==> src/rtl/id_ex_if.sv <==
// ---------------------------------------------------------------------------
// id_ex_if : bundle between the decode stage and the ID/EX pipeline register.
//
//   id_*  : decoded control, register indices, operands, immediate and PC of
//           the instruction currently in ID (driven by the decode side).
//   ex_*  : registered copies presented to EX, plus ex_valid.
//
// Modports
//   master : decode side (drives id_*, observes ex_*)
//   slave  : id_ex_stage (consumes id_*, drives ex_*)
// ---------------------------------------------------------------------------
interface id_ex_if #(
  parameter int XLEN   = 32,
  parameter int REG_AW = 5
);
  // Decode side
  logic [2:0]        id_aluop;
  logic              id_alusrc;
  logic [1:0]        id_pcsrc;
  logic [1:0]        id_memtoreg;
  logic              id_regwrite;
  logic              id_memread;
  logic              id_memwrite;
  logic              id_branch;
  logic              id_use_rs1;
  logic              id_use_rs2;
  logic [REG_AW-1:0] id_rs1;
  logic [REG_AW-1:0] id_rs2;
  logic [REG_AW-1:0] id_rd;
  logic [XLEN-1:0]   id_rdata1;
  logic [XLEN-1:0]   id_rdata2;
  logic [XLEN-1:0]   id_imm;
  logic [XLEN-1:0]   id_pc;

  // Execute side
  logic [2:0]        ex_aluop;
  logic              ex_alusrc;
  logic [1:0]        ex_pcsrc;
  logic [1:0]        ex_memtoreg;
  logic              ex_regwrite;
  logic              ex_memread;
  logic              ex_memwrite;
  logic              ex_branch;
  logic              ex_use_rs1;
  logic              ex_use_rs2;
  logic [REG_AW-1:0] ex_rs1;
  logic [REG_AW-1:0] ex_rs2;
  logic [REG_AW-1:0] ex_rd;
  logic [XLEN-1:0]   ex_rdata1;
  logic [XLEN-1:0]   ex_rdata2;
  logic [XLEN-1:0]   ex_imm;
  logic [XLEN-1:0]   ex_pc;
  logic              ex_valid;

  modport master (
    output id_aluop, id_alusrc, id_pcsrc, id_memtoreg, id_regwrite, id_memread,
           id_memwrite, id_branch, id_use_rs1, id_use_rs2, id_rs1, id_rs2, id_rd,
           id_rdata1, id_rdata2, id_imm, id_pc,
    input  ex_aluop, ex_alusrc, ex_pcsrc, ex_memtoreg, ex_regwrite, ex_memread,
           ex_memwrite, ex_branch, ex_use_rs1, ex_use_rs2, ex_rs1, ex_rs2, ex_rd,
           ex_rdata1, ex_rdata2, ex_imm, ex_pc, ex_valid
  );

  modport slave (
    input  id_aluop, id_alusrc, id_pcsrc, id_memtoreg, id_regwrite, id_memread,
           id_memwrite, id_branch, id_use_rs1, id_use_rs2, id_rs1, id_rs2, id_rd,
           id_rdata1, id_rdata2, id_imm, id_pc,
    output ex_aluop, ex_alusrc, ex_pcsrc, ex_memtoreg, ex_regwrite, ex_memread,
           ex_memwrite, ex_branch, ex_use_rs1, ex_use_rs2, ex_rs1, ex_rs2, ex_rd,
           ex_rdata1, ex_rdata2, ex_imm, ex_pc, ex_valid
  );
endinterface

==> src/rtl/id_ex_stage.sv <==
// ---------------------------------------------------------------------------
// id_ex_stage : ID/EX pipeline register of the 5-stage RV32 pipeline with the
// load-use hazard detector.
//
// Ports
//   clk, rst_n      : clock, asynchronous active-low reset
//   bus (slave)     : id_* in from decode, ex_* / ex_valid out to EX
//   flush_i         : branch/jump taken in EX, kill the instruction entering EX
//   hold_i          : downstream stall, freeze this register
//   hazard_stall_o  : load-use detected, freeze PC and IF/ID (combinational)
//   perf_lu_cnt     : (IDEX_PERF_CNT_EN only) saturating count of hazard bubbles
//   perf_flush_cnt  : (IDEX_PERF_CNT_EN only) saturating count of flush edges
//
// Optional build macro: IDEX_PERF_CNT_EN adds the two performance counters.
//
// Handshake: there is no valid/ready pair here. Each rising edge either loads
// ID (ex_valid=1), loads a bubble (everything 0), or holds; priority is
// flush_i > hold_i > hazard > load. flush_i/hold_i only steer the next-state
// mux, so they have no combinational path to ex_*.
// ---------------------------------------------------------------------------
module id_ex_stage #(
  parameter int XLEN   = 32,
  parameter int REG_AW = 5
) (
  input  logic         clk,
  input  logic         rst_n,
  id_ex_if.slave       bus,
  input  logic         flush_i,
  input  logic         hold_i,
`ifdef IDEX_PERF_CNT_EN
  output logic [15:0]  perf_lu_cnt,
  output logic [15:0]  perf_flush_cnt,
`endif
  output logic         hazard_stall_o
);

  typedef struct packed {
    logic [2:0]        aluop;
    logic              alusrc;
    logic [1:0]        pcsrc;
    logic [1:0]        memtoreg;
    logic              regwrite;
    logic              memread;
    logic              memwrite;
    logic              branch;
    logic              use_rs1;
    logic              use_rs2;
    logic [REG_AW-1:0] rs1;
    logic [REG_AW-1:0] rs2;
    logic [REG_AW-1:0] rd;
    logic [XLEN-1:0]   rdata1;
    logic [XLEN-1:0]   rdata2;
    logic [XLEN-1:0]   imm;
    logic [XLEN-1:0]   pc;
    logic              valid;
  } ex_reg_t;

  ex_reg_t ex_q, ex_d, id_word;
  logic    load_use;

  // Incoming instruction, marked valid, in register layout.
  always_comb begin
    id_word          = '0;
    id_word.aluop    = bus.id_aluop;
    id_word.alusrc   = bus.id_alusrc;
    id_word.pcsrc    = bus.id_pcsrc;
    id_word.memtoreg = bus.id_memtoreg;
    id_word.regwrite = bus.id_regwrite;
    id_word.memread  = bus.id_memread;
    id_word.memwrite = bus.id_memwrite;
    id_word.branch   = bus.id_branch;
    id_word.use_rs1  = bus.id_use_rs1;
    id_word.use_rs2  = bus.id_use_rs2;
    id_word.rs1      = bus.id_rs1;
    id_word.rs2      = bus.id_rs2;
    id_word.rd       = bus.id_rd;
    id_word.rdata1   = bus.id_rdata1;
    id_word.rdata2   = bus.id_rdata2;
    id_word.imm      = bus.id_imm;
    id_word.pc       = bus.id_pc;
    id_word.valid    = 1'b1;
  end

  // A load in EX whose destination the ID instruction actually reads. x0 is
  // excluded because it is never written.
  always_comb begin
    load_use = ex_q.valid && ex_q.memread && (ex_q.rd != '0) &&
               ((bus.id_use_rs1 && (bus.id_rs1 == ex_q.rd)) ||
                (bus.id_use_rs2 && (bus.id_rs2 == ex_q.rd)));
  end

  // Flush kills the ID instruction anyway, and under hold nothing advances,
  // so neither case needs upstream frozen.
  assign hazard_stall_o = load_use && !flush_i && !hold_i;

  always_comb begin
    ex_d = ex_q;
    if (flush_i)             ex_d = '0;
    else if (hold_i)         ex_d = ex_q;
    else if (hazard_stall_o) ex_d = '0;
    else                     ex_d = id_word;
  end

  always_ff @(posedge clk or negedge rst_n) begin
    if (!rst_n) ex_q <= '0;
    else        ex_q <= ex_d;
  end

  assign bus.ex_aluop    = ex_q.aluop;
  assign bus.ex_alusrc   = ex_q.alusrc;
  assign bus.ex_pcsrc    = ex_q.pcsrc;
  assign bus.ex_memtoreg = ex_q.memtoreg;
  assign bus.ex_regwrite = ex_q.regwrite;
  assign bus.ex_memread  = ex_q.memread;
  assign bus.ex_memwrite = ex_q.memwrite;
  assign bus.ex_branch   = ex_q.branch;
  assign bus.ex_use_rs1  = ex_q.use_rs1;
  assign bus.ex_use_rs2  = ex_q.use_rs2;
  assign bus.ex_rs1      = ex_q.rs1;
  assign bus.ex_rs2      = ex_q.rs2;
  assign bus.ex_rd       = ex_q.rd;
  assign bus.ex_rdata1   = ex_q.rdata1;
  assign bus.ex_rdata2   = ex_q.rdata2;
  assign bus.ex_imm      = ex_q.imm;
  assign bus.ex_pc       = ex_q.pc;
  assign bus.ex_valid    = ex_q.valid;

`ifdef IDEX_PERF_CNT_EN
  logic [15:0] lu_cnt_q, lu_cnt_d;
  logic [15:0] flush_cnt_q, flush_cnt_d;

  // hazard_stall_o is already masked by flush/hold, so it is high exactly on
  // the edges that load a hazard bubble.
  always_comb begin
    lu_cnt_d    = lu_cnt_q;
    flush_cnt_d = flush_cnt_q;
    if (hazard_stall_o && (lu_cnt_q != 16'hFFFF)) lu_cnt_d    = lu_cnt_q + 16'd1;
    if (flush_i && (flush_cnt_q != 16'hFFFF))     flush_cnt_d = flush_cnt_q + 16'd1;
  end

  always_ff @(posedge clk or negedge rst_n) begin
    if (!rst_n) begin
      lu_cnt_q    <= '0;
      flush_cnt_q <= '0;
    end else begin
      lu_cnt_q    <= lu_cnt_d;
      flush_cnt_q <= flush_cnt_d;
    end
  end

  assign perf_lu_cnt    = lu_cnt_q;
  assign perf_flush_cnt = flush_cnt_q;
`endif

endmodule

==> src/flat_wrapper.sv <==
// flat-port wrapper written by rule: the top's interface ports become plain ports
module id_ex_stage_flat 
#(
  parameter int XLEN   = 32,
  parameter int REG_AW = 5
)
  (clk, rst_n, flush_i, hold_i, hazard_stall_o, bus_id_aluop, bus_id_alusrc, bus_id_pcsrc, bus_id_memtoreg, bus_id_regwrite, bus_id_memread, bus_id_memwrite, bus_id_branch, bus_id_use_rs1, bus_id_use_rs2, bus_id_rs1, bus_id_rs2, bus_id_rd, bus_id_rdata1, bus_id_rdata2, bus_id_imm, bus_id_pc, bus_ex_aluop, bus_ex_alusrc, bus_ex_pcsrc, bus_ex_memtoreg, bus_ex_regwrite, bus_ex_memread, bus_ex_memwrite, bus_ex_branch, bus_ex_use_rs1, bus_ex_use_rs2, bus_ex_rs1, bus_ex_rs2, bus_ex_rd, bus_ex_rdata1, bus_ex_rdata2, bus_ex_imm, bus_ex_pc, bus_ex_valid);
  id_ex_if #(.XLEN(XLEN), .REG_AW(REG_AW)) bus_i ();
  input  logic clk;
  input  logic rst_n;
  input  logic flush_i;
  input  logic hold_i;
  output logic hazard_stall_o;
  input wire logic [$bits(bus_i.id_aluop)-1:0] bus_id_aluop;
  input wire logic [$bits(bus_i.id_alusrc)-1:0] bus_id_alusrc;
  input wire logic [$bits(bus_i.id_pcsrc)-1:0] bus_id_pcsrc;
  input wire logic [$bits(bus_i.id_memtoreg)-1:0] bus_id_memtoreg;
  input wire logic [$bits(bus_i.id_regwrite)-1:0] bus_id_regwrite;
  input wire logic [$bits(bus_i.id_memread)-1:0] bus_id_memread;
  input wire logic [$bits(bus_i.id_memwrite)-1:0] bus_id_memwrite;
  input wire logic [$bits(bus_i.id_branch)-1:0] bus_id_branch;
  input wire logic [$bits(bus_i.id_use_rs1)-1:0] bus_id_use_rs1;
  input wire logic [$bits(bus_i.id_use_rs2)-1:0] bus_id_use_rs2;
  input wire logic [$bits(bus_i.id_rs1)-1:0] bus_id_rs1;
  input wire logic [$bits(bus_i.id_rs2)-1:0] bus_id_rs2;
  input wire logic [$bits(bus_i.id_rd)-1:0] bus_id_rd;
  input wire logic [$bits(bus_i.id_rdata1)-1:0] bus_id_rdata1;
  input wire logic [$bits(bus_i.id_rdata2)-1:0] bus_id_rdata2;
  input wire logic [$bits(bus_i.id_imm)-1:0] bus_id_imm;
  input wire logic [$bits(bus_i.id_pc)-1:0] bus_id_pc;
  output wire logic [$bits(bus_i.ex_aluop)-1:0] bus_ex_aluop;
  output wire logic [$bits(bus_i.ex_alusrc)-1:0] bus_ex_alusrc;
  output wire logic [$bits(bus_i.ex_pcsrc)-1:0] bus_ex_pcsrc;
  output wire logic [$bits(bus_i.ex_memtoreg)-1:0] bus_ex_memtoreg;
  output wire logic [$bits(bus_i.ex_regwrite)-1:0] bus_ex_regwrite;
  output wire logic [$bits(bus_i.ex_memread)-1:0] bus_ex_memread;
  output wire logic [$bits(bus_i.ex_memwrite)-1:0] bus_ex_memwrite;
  output wire logic [$bits(bus_i.ex_branch)-1:0] bus_ex_branch;
  output wire logic [$bits(bus_i.ex_use_rs1)-1:0] bus_ex_use_rs1;
  output wire logic [$bits(bus_i.ex_use_rs2)-1:0] bus_ex_use_rs2;
  output wire logic [$bits(bus_i.ex_rs1)-1:0] bus_ex_rs1;
  output wire logic [$bits(bus_i.ex_rs2)-1:0] bus_ex_rs2;
  output wire logic [$bits(bus_i.ex_rd)-1:0] bus_ex_rd;
  output wire logic [$bits(bus_i.ex_rdata1)-1:0] bus_ex_rdata1;
  output wire logic [$bits(bus_i.ex_rdata2)-1:0] bus_ex_rdata2;
  output wire logic [$bits(bus_i.ex_imm)-1:0] bus_ex_imm;
  output wire logic [$bits(bus_i.ex_pc)-1:0] bus_ex_pc;
  output wire logic [$bits(bus_i.ex_valid)-1:0] bus_ex_valid;
  assign bus_i.id_aluop = bus_id_aluop;
  assign bus_i.id_alusrc = bus_id_alusrc;
  assign bus_i.id_pcsrc = bus_id_pcsrc;
  assign bus_i.id_memtoreg = bus_id_memtoreg;
  assign bus_i.id_regwrite = bus_id_regwrite;
  assign bus_i.id_memread = bus_id_memread;
  assign bus_i.id_memwrite = bus_id_memwrite;
  assign bus_i.id_branch = bus_id_branch;
  assign bus_i.id_use_rs1 = bus_id_use_rs1;
  assign bus_i.id_use_rs2 = bus_id_use_rs2;
  assign bus_i.id_rs1 = bus_id_rs1;
  assign bus_i.id_rs2 = bus_id_rs2;
  assign bus_i.id_rd = bus_id_rd;
  assign bus_i.id_rdata1 = bus_id_rdata1;
  assign bus_i.id_rdata2 = bus_id_rdata2;
  assign bus_i.id_imm = bus_id_imm;
  assign bus_i.id_pc = bus_id_pc;
  assign bus_ex_aluop = bus_i.ex_aluop;
  assign bus_ex_alusrc = bus_i.ex_alusrc;
  assign bus_ex_pcsrc = bus_i.ex_pcsrc;
  assign bus_ex_memtoreg = bus_i.ex_memtoreg;
  assign bus_ex_regwrite = bus_i.ex_regwrite;
  assign bus_ex_memread = bus_i.ex_memread;
  assign bus_ex_memwrite = bus_i.ex_memwrite;
  assign bus_ex_branch = bus_i.ex_branch;
  assign bus_ex_use_rs1 = bus_i.ex_use_rs1;
  assign bus_ex_use_rs2 = bus_i.ex_use_rs2;
  assign bus_ex_rs1 = bus_i.ex_rs1;
  assign bus_ex_rs2 = bus_i.ex_rs2;
  assign bus_ex_rd = bus_i.ex_rd;
  assign bus_ex_rdata1 = bus_i.ex_rdata1;
  assign bus_ex_rdata2 = bus_i.ex_rdata2;
  assign bus_ex_imm = bus_i.ex_imm;
  assign bus_ex_pc = bus_i.ex_pc;
  assign bus_ex_valid = bus_i.ex_valid;
  id_ex_stage #(.XLEN(XLEN), .REG_AW(REG_AW)) u_core (.clk(clk), .rst_n(rst_n), .bus(bus_i), .flush_i(flush_i), .hold_i(hold_i), .hazard_stall_o(hazard_stall_o));
endmodule
==> config.mk <==
export PLATFORM = sky130hd
export DESIGN_NAME = id_ex_stage_flat
export DESIGN_NICKNAME = d
export VERILOG_FILES = /design/src/rtl/id_ex_if.sv /design/src/rtl/id_ex_stage.sv /design/src/flat_wrapper.sv
export SDC_FILE = /design/constraint.sdc
export NUM_CORES = 1
export LEC_CHECK = 0
export CAP_MARGIN = 20
export CORE_MARGIN = 4
export CORE_UTILIZATION = 49
export DETAILED_ROUTE_END_ITERATION = 8
export GPL_TIMING_DRIVEN = 0
export PLACE_DENSITY = 0.86
export SETUP_SLACK_MARGIN = 0.3
export SYNTH_ARGS = -nofsm -noshare
export SYNTH_HDL_FRONTEND = slang
export SYNTH_SLANG_ARGS = --single-unit
==> constraint.sdc <==
create_clock -name clk -period 3.6 [get_ports clk]
set_input_delay 1.08 -clock clk [delete_from_list [all_inputs] [get_ports clk]]
set_output_delay 1.08 -clock clk [all_outputs]
set_load 0.01 [all_outputs]
==> results, run 1 <==
- In this run the most used layer during global routing was met2.
- Buffers inserted during clock tree synthesis total 17.
- The share of final-layout standard cells stronger than drive strength 1 is 6.346%.
- The peak fanout along the critical path is 2.
- The final critical delay including setup and external delays is ~3400 ps.
- The final estimated routing congestion in global placement is 0.8885.
- Entering global routing, the biggest net connects 85 pins.
- Counting flops with a built-in enable in the synthesized netlist gives 0.
- The number of antenna violations at the first check in global routing is 2.
- The first-pass GRT wire length is between 50000 and 60000 um.
- Global routing used 41.55% of the available met1 tracks.
- The final layout contains routed wiring with a total length of 34070 um.
- The peak clock frequency supported by timing is 0.2963 GHz.
- Setup repair after global routing could not meet its margin everywhere.
- Synthesis produced ~950 cells.
- After synthesis the cells add up to 0.009031 mm^2.
- The arrival time reported for the critical path endpoint is 2290 ps.
- For this run, design rule violations remaining after detail routing come to 0.
- For this configuration, the core starts out at a cell density of between 50% and 60%.
- In the routed layout, each cell is associated on average with a via count of around 6.5.
- In this run, distinct cell masters in the synthesized netlist total 24.
- In the final routed layout, each cell accounts on average for 22.14 um.
- The die is 143.8 um tall.
- The total number of nets in the final design is 1456.
- By startpoint and endpoint, the worst setup path is classified as input pin to primary output.
- For this run, asynchronously set or reset flops after synthesis account for 100.0%.
- Yosys instantiated no cell more often than sky130_fd_sc_hd__nand2_1.
- The die covers 0.02067 mm^2.
- Of the post-synthesis cell area, the dominant cell type holds 43.78%.
- Clock skew on the completed layout was measured at ~10 ps.
- After legalization and detailed placement, the total HPWL measured 23620 um.
- IR analysis of the VDD net gives a maximum drop of 359.9 uV.
- The total of endpoints with negative setup slack in the final report is 0.
- The count of cells in the finished layout, fillers not included, comes to 1539.
- The clock root buffer master is sky130_fd_sc_hd__clkbuf_16.
- The later pin in the worst-skew pair is clocked with a latency of roughly 430 ps.
- The number of nets with antenna violations after detailed routing is 0.
- Summing over every cut layer, the via total after detailed routing is 9950.
- The via count of the first global-routing pass is approximately 9900.
- The clock transition at the registers of the reported paths is 70 ps.
- The number of top-level design ports is 320.
- No sink is reached through more buffers than the 2 on the longest clock path.
- The critical path goes through buf_2 -> xnor2_1 -> nand4_1 -> o22ai_4 -> nor4b_4 -> buf_4.
- The overall routing resource usage is about a third.
- In the post-synthesis netlist, the biggest area contributors are sky130_fd_sc_hd__dfrtp_1 44%, sky130_fd_sc_hd__o221ai_1 15%, sky130_fd_sc_hd__nor3b_1 13%, sky130_fd_sc_hd__a22oi_1 13%, sky130_fd_sc_hd__nand2_1 6.8%.
- From synthesis to final layout, the design area changed by 47.40%.
- The count of pins over their slew limit is 0.
- The filler cell count in the final layout is 1325.
- Global routing used 7.521% of the available met3 tracks.
- The total of buffers placed on input and output ports is around 320.
- STA classifies the critical path startpoint as an input pin.
- The total overflow left after global routing is 0.
- During synthesis, Yosys emitted a total of 0 warnings.
- The static leakage power is 5.304 nW.
- Once layout is complete, the utilization of the core stands at 73.85%.
- The final hold violation count is 0.
- For the worst setup path, the data required time is 2520 ps.
- The max-cap violation count is 0.
- By count the netlist is led by 164 x sky130_fd_sc_hd__nand2_1, 158 x sky130_fd_sc_hd__dfrtp_1, 156 x sky130_fd_sc_hd__nor3b_1, 156 x sky130_fd_sc_hd__o221ai_1, 151 x sky130_fd_sc_hd__a22oi_1.
- The global-route track usage on met2 is 50.65%.
- The synthesized area per cell is 9.537 um^2.
- The slowest stage of the critical path is the sky130_fd_sc_hd__nand4_1 cell.
- The total clock sinks is 158.
- TritonCTS built the clock tree.
- The first detailed-routing pass ran for 9 iterations.
- The flow ran to the end, and the final reports show no timing, DRC or antenna violations.
- The final critical path takes up 93.74% of the cycle.
- The endpoint kind of the worst setup timing path is a primary output.
- In this run the worst hold path is classified as flop to flop.
- The sequential element share of the synthesized area is 43.78%.
- The post-synthesis net count is 1108.
- The chip width is between 100 and 150 um.
- For this design the ratio of total power to cell area is 403.6 mW/mm^2.
- In this run, placement finished with an instance count of 1496.
- Counting flops and latches in the post-synthesis netlist gives 158.
- In the synthesized netlist the dominant register cell turns out to be sky130_fd_sc_hd__dfrtp_1.
- For the pin with the worst max-slew slack, the measured transition is 836.9 ps.
- The floorplan core area is 0.01802 mm^2.
- The first-iteration detailed-routing DRC count is 1086.
- In this run the tightest slew margin relative to its limit is 44.21%.
- The cell type with the largest total area after synthesis is sky130_fd_sc_hd__dfrtp_1.
- The count of standard-cell rows is 49.
- The H-tree generated during clock tree synthesis spans 4 levels.
- The maximum cell stage delay along the critical path is 270 ps.
sequential cells by signal, indices dropped and copies added (netlist names), 3 cells and up:
name / count
u_core.bus.ex_aluop: 3
u_core.bus.ex_imm: 32
u_core.bus.ex_pc: 32
u_core.bus.ex_rd: 5
u_core.bus.ex_rdata1: 32
u_core.bus.ex_rdata2: 32
u_core.bus.ex_rs1: 5
u_core.bus.ex_rs2: 5
per-stage QoR:
step           total power, W  hold WS (ps)  setup TNS, ps  setup WS [ps]  cell area (um^2)
3_3_place_gp         0.003487         486.8        -826380          -5240             12520
5_1_grt              0.005576         524.3              0          172.5             13310
2_1_floorplan        0.002711         527.1              0          388.5              9044
3_5_place_dp         0.003515         502.7          -1168          -1168             12560
4_1_cts              0.005345         519.5              0          301.4             13240
6_report             0.005373         514.6              0          225.3             13310
routing by layer:
layer / up-vias / share of wire, %
li1: 4385 / -
met1: 4790 / 38
met2: 674 / 48
met3: 101 / 11
met4: 0 / 3.9
met5: - / 0
worst paths after layout:
| path | from | endpoint | slack [ps] | depth (start not counted) |
|---|---|---|---|---|
| worst max-delay path | bus_id_rs1[4] | hazard_stall_o | 230 | 6 |
| worst min-delay path | u_core.bus.ex_pc[12] | u_core.bus.ex_pc[12] | 510 | 2 |
| worst max register to register | u_core.bus.ex_rd[0] | u_core.bus.ex_rdata1[23] | 990 | 7 |
| worst min register to register | u_core.bus.ex_pc[12] | u_core.bus.ex_pc[12] | 510 | 2 |
| max in group asynchronous | rst_n | u_core.bus.ex_pc[10] | 2100 | 2 |
| min in group asynchronous | rst_n | u_core.bus.ex_rdata1[15] | 650 | 1 |
final cells by class:
type / count / area (um^2) / share of cell area (%)
Sequential cell: 158 / 3954 / 29.70
Clock buffer: 20 / 446.7 / 3.356
Timing Repair Buffer: 329 / 3269 / 24.56
Buffer: 134 / 634.4 / 4.765
Antenna cell: 2 / 5.005 / 0.03760
Inverter: 6 / 22.52 / 0.1692
Multi-Input combinational cell: 649 / 4556 / 34.22
Tap cell: 229 / 286.5 / 2.152
Clock inverter: 12 / 137.6 / 1.034
power by group:
part / switching (W) / total (W) / internal [W] / leakage [nW]
clock network: 0.000784 / 0.00183 / 0.00105 / 0.269
logic: 0.000752 / 0.00145 / 0.000701 / 3.02
registers: 0.000136 / 0.00209 / 0.00195 / 2.02
what timing repair did:
action | in CTS | in global routing
buffers inserted | 8 | 1
resized for setup | 66 | 11
hold buffers | 0 | 0
pin swaps | 15 | 6
endpoints found under the setup margin | 1 | 1
gates cloned | 0 | 0
hold endpoints to repair | 0 | 0
worst max-delay path, delay by kind of cell:
| family | cells | cell delay (ps) |
|---|---|---|
| AOI/OAI and AO/OA | 1 | 220 |
| buffers and inverters | 2 | 300 |
| and+or+nand+nor | 2 | 490 |
| xor gates and xnor gates | 1 | 190 |
cells by family after synthesis:
| kind of cell | count (synthesis) | share of synthesized area [%] |
|---|---|---|
| XOR/XNOR | 10 | 0.9698 |
| AND/OR/NAND/NOR | 327 | 20.25 |
| AO/OA/AOI/OAI | 312 | 28.21 |
| flip-flops | 158 | 43.78 |
| buffers and inverters | 140 | 6.789 |
placed cells by master, fill, tap and decap left out, types with 2 or more instances in the layout:
| cell | instances |
|---|---|
| sky130_fd_sc_hd__clkinvlp_4 | 5 |
| sky130_fd_sc_hd__xnor2_2 | 4 |
| sky130_fd_sc_hd__dfrtp_1 | 158 |
| sky130_fd_sc_hd__inv_6 | 2 |
| sky130_fd_sc_hd__dlygate4sd2_1 | 5 |
| sky130_fd_sc_hd__nor3b_1 | 156 |
| sky130_fd_sc_hd__nor2_1 | 2 |
| sky130_fd_sc_hd__xnor2_1 | 5 |
| sky130_fd_sc_hd__buf_1 | 9 |
| sky130_fd_sc_hd__clkbuf_1 | 105 |
| sky130_fd_sc_hd__nand4_1 | 2 |
| sky130_fd_sc_hd__buf_8 | 2 |
| sky130_fd_sc_hd__buf_4 | 14 |
| sky130_fd_sc_hd__clkbuf_16 | 17 |
| sky130_fd_sc_hd__clkbuf_8 | 6 |
| sky130_fd_sc_hd__clkinv_4 | 2 |
| sky130_fd_sc_hd__o221ai_1 | 156 |
| sky130_fd_sc_hd__buf_6 | 10 |
| sky130_fd_sc_hd__inv_1 | 6 |
| sky130_fd_sc_hd__clkdlybuf4s50_1 | 303 |
| sky130_fd_sc_hd__bufinv_16 | 2 |
| sky130_fd_sc_hd__nand2_1 | 162 |
| sky130_fd_sc_hd__buf_2 | 9 |
| sky130_fd_sc_hd__nand2_2 | 2 |
| sky130_fd_sc_hd__a22oi_1 | 151 |
| sky130_fd_sc_hd__diode_2 | 2 |
Power figures use the tool's default switching activity.
==> run 2, diff against run 1 <==
==> constraint.sdc (replaced) <==
create_clock -name clk -period 3.6 [get_ports clk]
set_input_delay 1.08 -clock clk [delete_from_list [all_inputs] [get_ports clk]]
set_output_delay 1.08 -clock clk [all_outputs]
set_load 0.1 [all_outputs]
==> run 2 against run 1 <==
Global-route usage rose by 0.19 points. Final cell count about the same. Critical path depth stayed put. Non-clock buffer count is the same. Via count shrank 0.43%. First-iteration DRC count fell by 19%. Critical path type unchanged. Routed wire length barely moved. Clock power up 11%. Critical endpoint unchanged. Total power rose by 27%. Core utilization increased by 0.27 points.
==> results, run 2 (synthesized netlist as in run 1, its figures left out) <==
- The worst hold path belongs to the class flop to flop.
- Compared with the post-synthesis result, the final layout area differs by 47.94%.
- The total number of nets in the final design is 1456 (unchanged).
- The via count of the first global-routing pass is 9621 (-2.4%).
- The total power consumption of the routed design is 0.006829 W (+27%).
- The max-cap violation count came to 0 (unchanged).
- The final hold violation count came to 0 (unchanged).
- The total clock sinks is 158 (unchanged).
- The library cells used most frequently in the layout, excluding fill and tap cells, are 303 x sky130_fd_sc_hd__clkdlybuf4s50_1, 162 x sky130_fd_sc_hd__nand2_1, 156 x sky130_fd_sc_hd__nor3b_1, 156 x sky130_fd_sc_hd__o221ai_1, 156 x sky130_fd_sc_hd__dfrtp_1.
- The first-iteration detailed-routing DRC count is 877 (-19%).
- The share of final-layout standard cells stronger than drive strength 1 is 6.503% (+0.16 points).
- The switching fraction of total power came to 42.45% (+11 points).
- The placed wire-length estimate came to 23500 um (-0.49%).
- The most common library cell in the layout ignoring fill and taps is sky130_fd_sc_hd__clkdlybuf4s50_1.
- The required time of the worst setup path is 2520 ps (about the same).
- The area occupied by registers is 0.003956 mm^2 (about the same).
- The length of the first detailed-routing pass in iterations is 6 (-3).
- Setup repair after global routing could not meet its margin everywhere.
- The fraction of power consumed by the clock network is 29.9% (-4.2 points).
- The peak fanout along the critical path is 2 (unchanged).
- The number of nets with antenna violations after detailed routing is 0 (unchanged).
- The quantity of hold-fixing buffers added after cts was 0 (unchanged).
- The overall die area is 0.02067 mm^2 (unchanged).
- The clock transition at the registers of the reported paths is 60 ps (about the same).
- The switching power of the nets is 0.002899 W (+73%).
- The number of vias after detailed routing came to 9907 (-0.43%).
- The type of the worst setup path is input pin to primary output.
- The CTS buffer count was 17 (unchanged).
- The peak clock frequency supported by timing is 0.2921 GHz (-1.4%).
- The clock network latency to the later pin of the worst-skew pair is 430 ps (about the same).
- The CTS tree is yes.
- The chip width was 143.8 um (unchanged).
- The endpoint kind of the worst setup timing path is a primary output.
- The die boundary height is 143.8 um (unchanged).
- The static leakage power is 5.341 nW (+0.70%).
- The filler cell count in the final layout was 1343 (+1.4%).
- The final critical delay including setup and external delays came to 3423 ps (+48.25 ps).
- The maximum clock path buffer count is 2 (unchanged).
- The power density over the cells is 511.1 mW/mm^2 (+27%).
- The number of top-level design ports is 320 (unchanged).
- The area of combinational cells with multiple inputs was 0.004537 mm^2 (-0.41%).
- The worst slew slack as a fraction of its limit is 25.32% (-19 points).
- The maximum level of the CTS H-tree was 4 (unchanged).
- The root buffer cell chosen for the clock tree is sky130_fd_sc_hd__clkbuf_16.
- The final estimated routing congestion in global placement is 0.8971 (+0.97%).
- The part of the total power dissipated in sequential elements is 30.6% (-8.3 points).
- The number of antenna violations at the first check in global routing is 3 (+1).
- The first-pass GRT wire length is 52180 um (-0.15%).
- The arrival time reported for the critical path endpoint was 2340 ps (+50 ps).
- The final global-route overflow total was 0 (unchanged).
- The total of endpoints with negative setup slack in the final report is 0 (unchanged).
- The final critical-path share of the clock period is 95.08% (+1.3 points).
- The routed length per placed instance is 22.17 um (+0.14%).
- The flow ran to the end, and the final reports show no timing, DRC or antenna violations.
- The internal power summed over all cells is 0.003930 W (+6.2%).
- The transition time of the tightest slew-check pin is 1117 ps (+279.9 ps).
- The largest net degree at the start of global routing is 94 (+11%).
- The floorplan core area came to 0.01802 mm^2 (unchanged).
- The count of pins over their slew limit was 0 (unchanged).
- The post-detailed-route via-to-cell ratio is 6.441 (-0.37%).
- The category of the worst setup path launch point is an input pin.
- The detailed-route DRC error count is 0 (unchanged).
- The overall routing resource usage came to 31.94% (+0.19 points).
- The count of standard-cell rows is 49 (unchanged).
- The number of placed instances with taps included is 1496 (unchanged).
- The relative contribution of combinational cells to total power was 39.5% (+12 points).
- The peak ir drop on the vdd network was 369.1 uV (+2.5%).
- The initial core utilization was 50.10% (unchanged).
- The total of buffers placed on input and output ports came to 319 (unchanged).
- The worst clock skew is 8.687 ps (-1.238 ps).
- The routed wire length is 34100 um (about the same).
- The number of non-filler instances in the completed layout is 1538 (-0.065%).
run 2: changes by cell type in the layout (fill, tap and decap cells not counted), sizes merged:
cell / delta
clkinv: +1
bufinv: +3
clkbuf: +2
inv: -2
dlygate4sd2: -1
clkinvlp: -4
run 2: repair_timing:
| item | 4_1_cts | 5_1_grt |
|---|---|---|
| buffers inserted | 7 | 2 |
| endpoints found under the setup margin | 1 | 1 |
| pin swaps | 14 | 7 |
| resized for setup | 66 | 4 |
run 2: worst max-delay path, cell delays in order:
cell                      delay (ps)
sky130_fd_sc_hd__buf_6           100
sky130_fd_sc_hd__xnor2_2         140
sky130_fd_sc_hd__nand4_1         260
sky130_fd_sc_hd__o22ai_4         250
sky130_fd_sc_hd__nor4b_4         240
sky130_fd_sc_hd__buf_6           270
run 2: power by group through the flow:
stage / clock, W / sequential [W] / combinational, W
global placement: 0 / 0.00211 / 0.00264
finish: 0.00204 / 0.00209 / 0.00270
detailed placement: 0 / 0.00211 / 0.00266
CTS: 0.00205 / 0.00209 / 0.00268
global route: 0.00214 / 0.00211 / 0.00280
floorplan: 0 / 0.00340 / 0.000551
run 2: final cells by class:
type	instances	area share, %
inverter	6	0.1686
multi-input combinational	649	33.96
buffer	134	4.720
tap	229	2.145
timing repair buffer	329	24.45
sequential	158	29.61
clock buffer	21	3.521
clock inverter	10	1.386
antenna	2	0.03746
run 2: metal layers:
layer  global-route usage, %  up-vias  routed length (um)
met2                   52.50      596               16480
li1                        -     4406                   -
met4                   10.06        2                 954
met5                       0        -                   7
met1                   41.33     4828               13190
met3                   8.619       75                3466
run 2: through the flow:
step                hold WS [ps]  util [%]  TNS (ps)  setup WS (ps)  instance area, um^2
floorplan                  784.4         -    -325.7         -325.7                 9091
global placement           481.1     69.74   -842510          -5953                12570
CTS                        517.7     74.00         0          185.9                13340
finish                     514.4     74.12         0          177.1                13360
global route               534.2     74.12         0          140.0                13360
detailed placement         501.9     69.92     -1704          -1704                12600
run 2: final timing paths:
check,from,end,slack (ps),depth (start not counted)
max,bus_id_rs2[1],hazard_stall_o,180,6
max in group asynchronous,rst_n,u_core.bus.ex_rdata2[4],2130,2
max reg2reg,u_core.bus.ex_rd[2],u_core.bus.ex_rdata1[25],1010,8
min,u_core.bus.ex_pc[18],u_core.bus.ex_pc[18],510,2
min in group asynchronous,rst_n,u_core.bus.ex_rdata1[14],590,1
min reg2reg,u_core.bus.ex_pc[18],u_core.bus.ex_pc[18],510,2
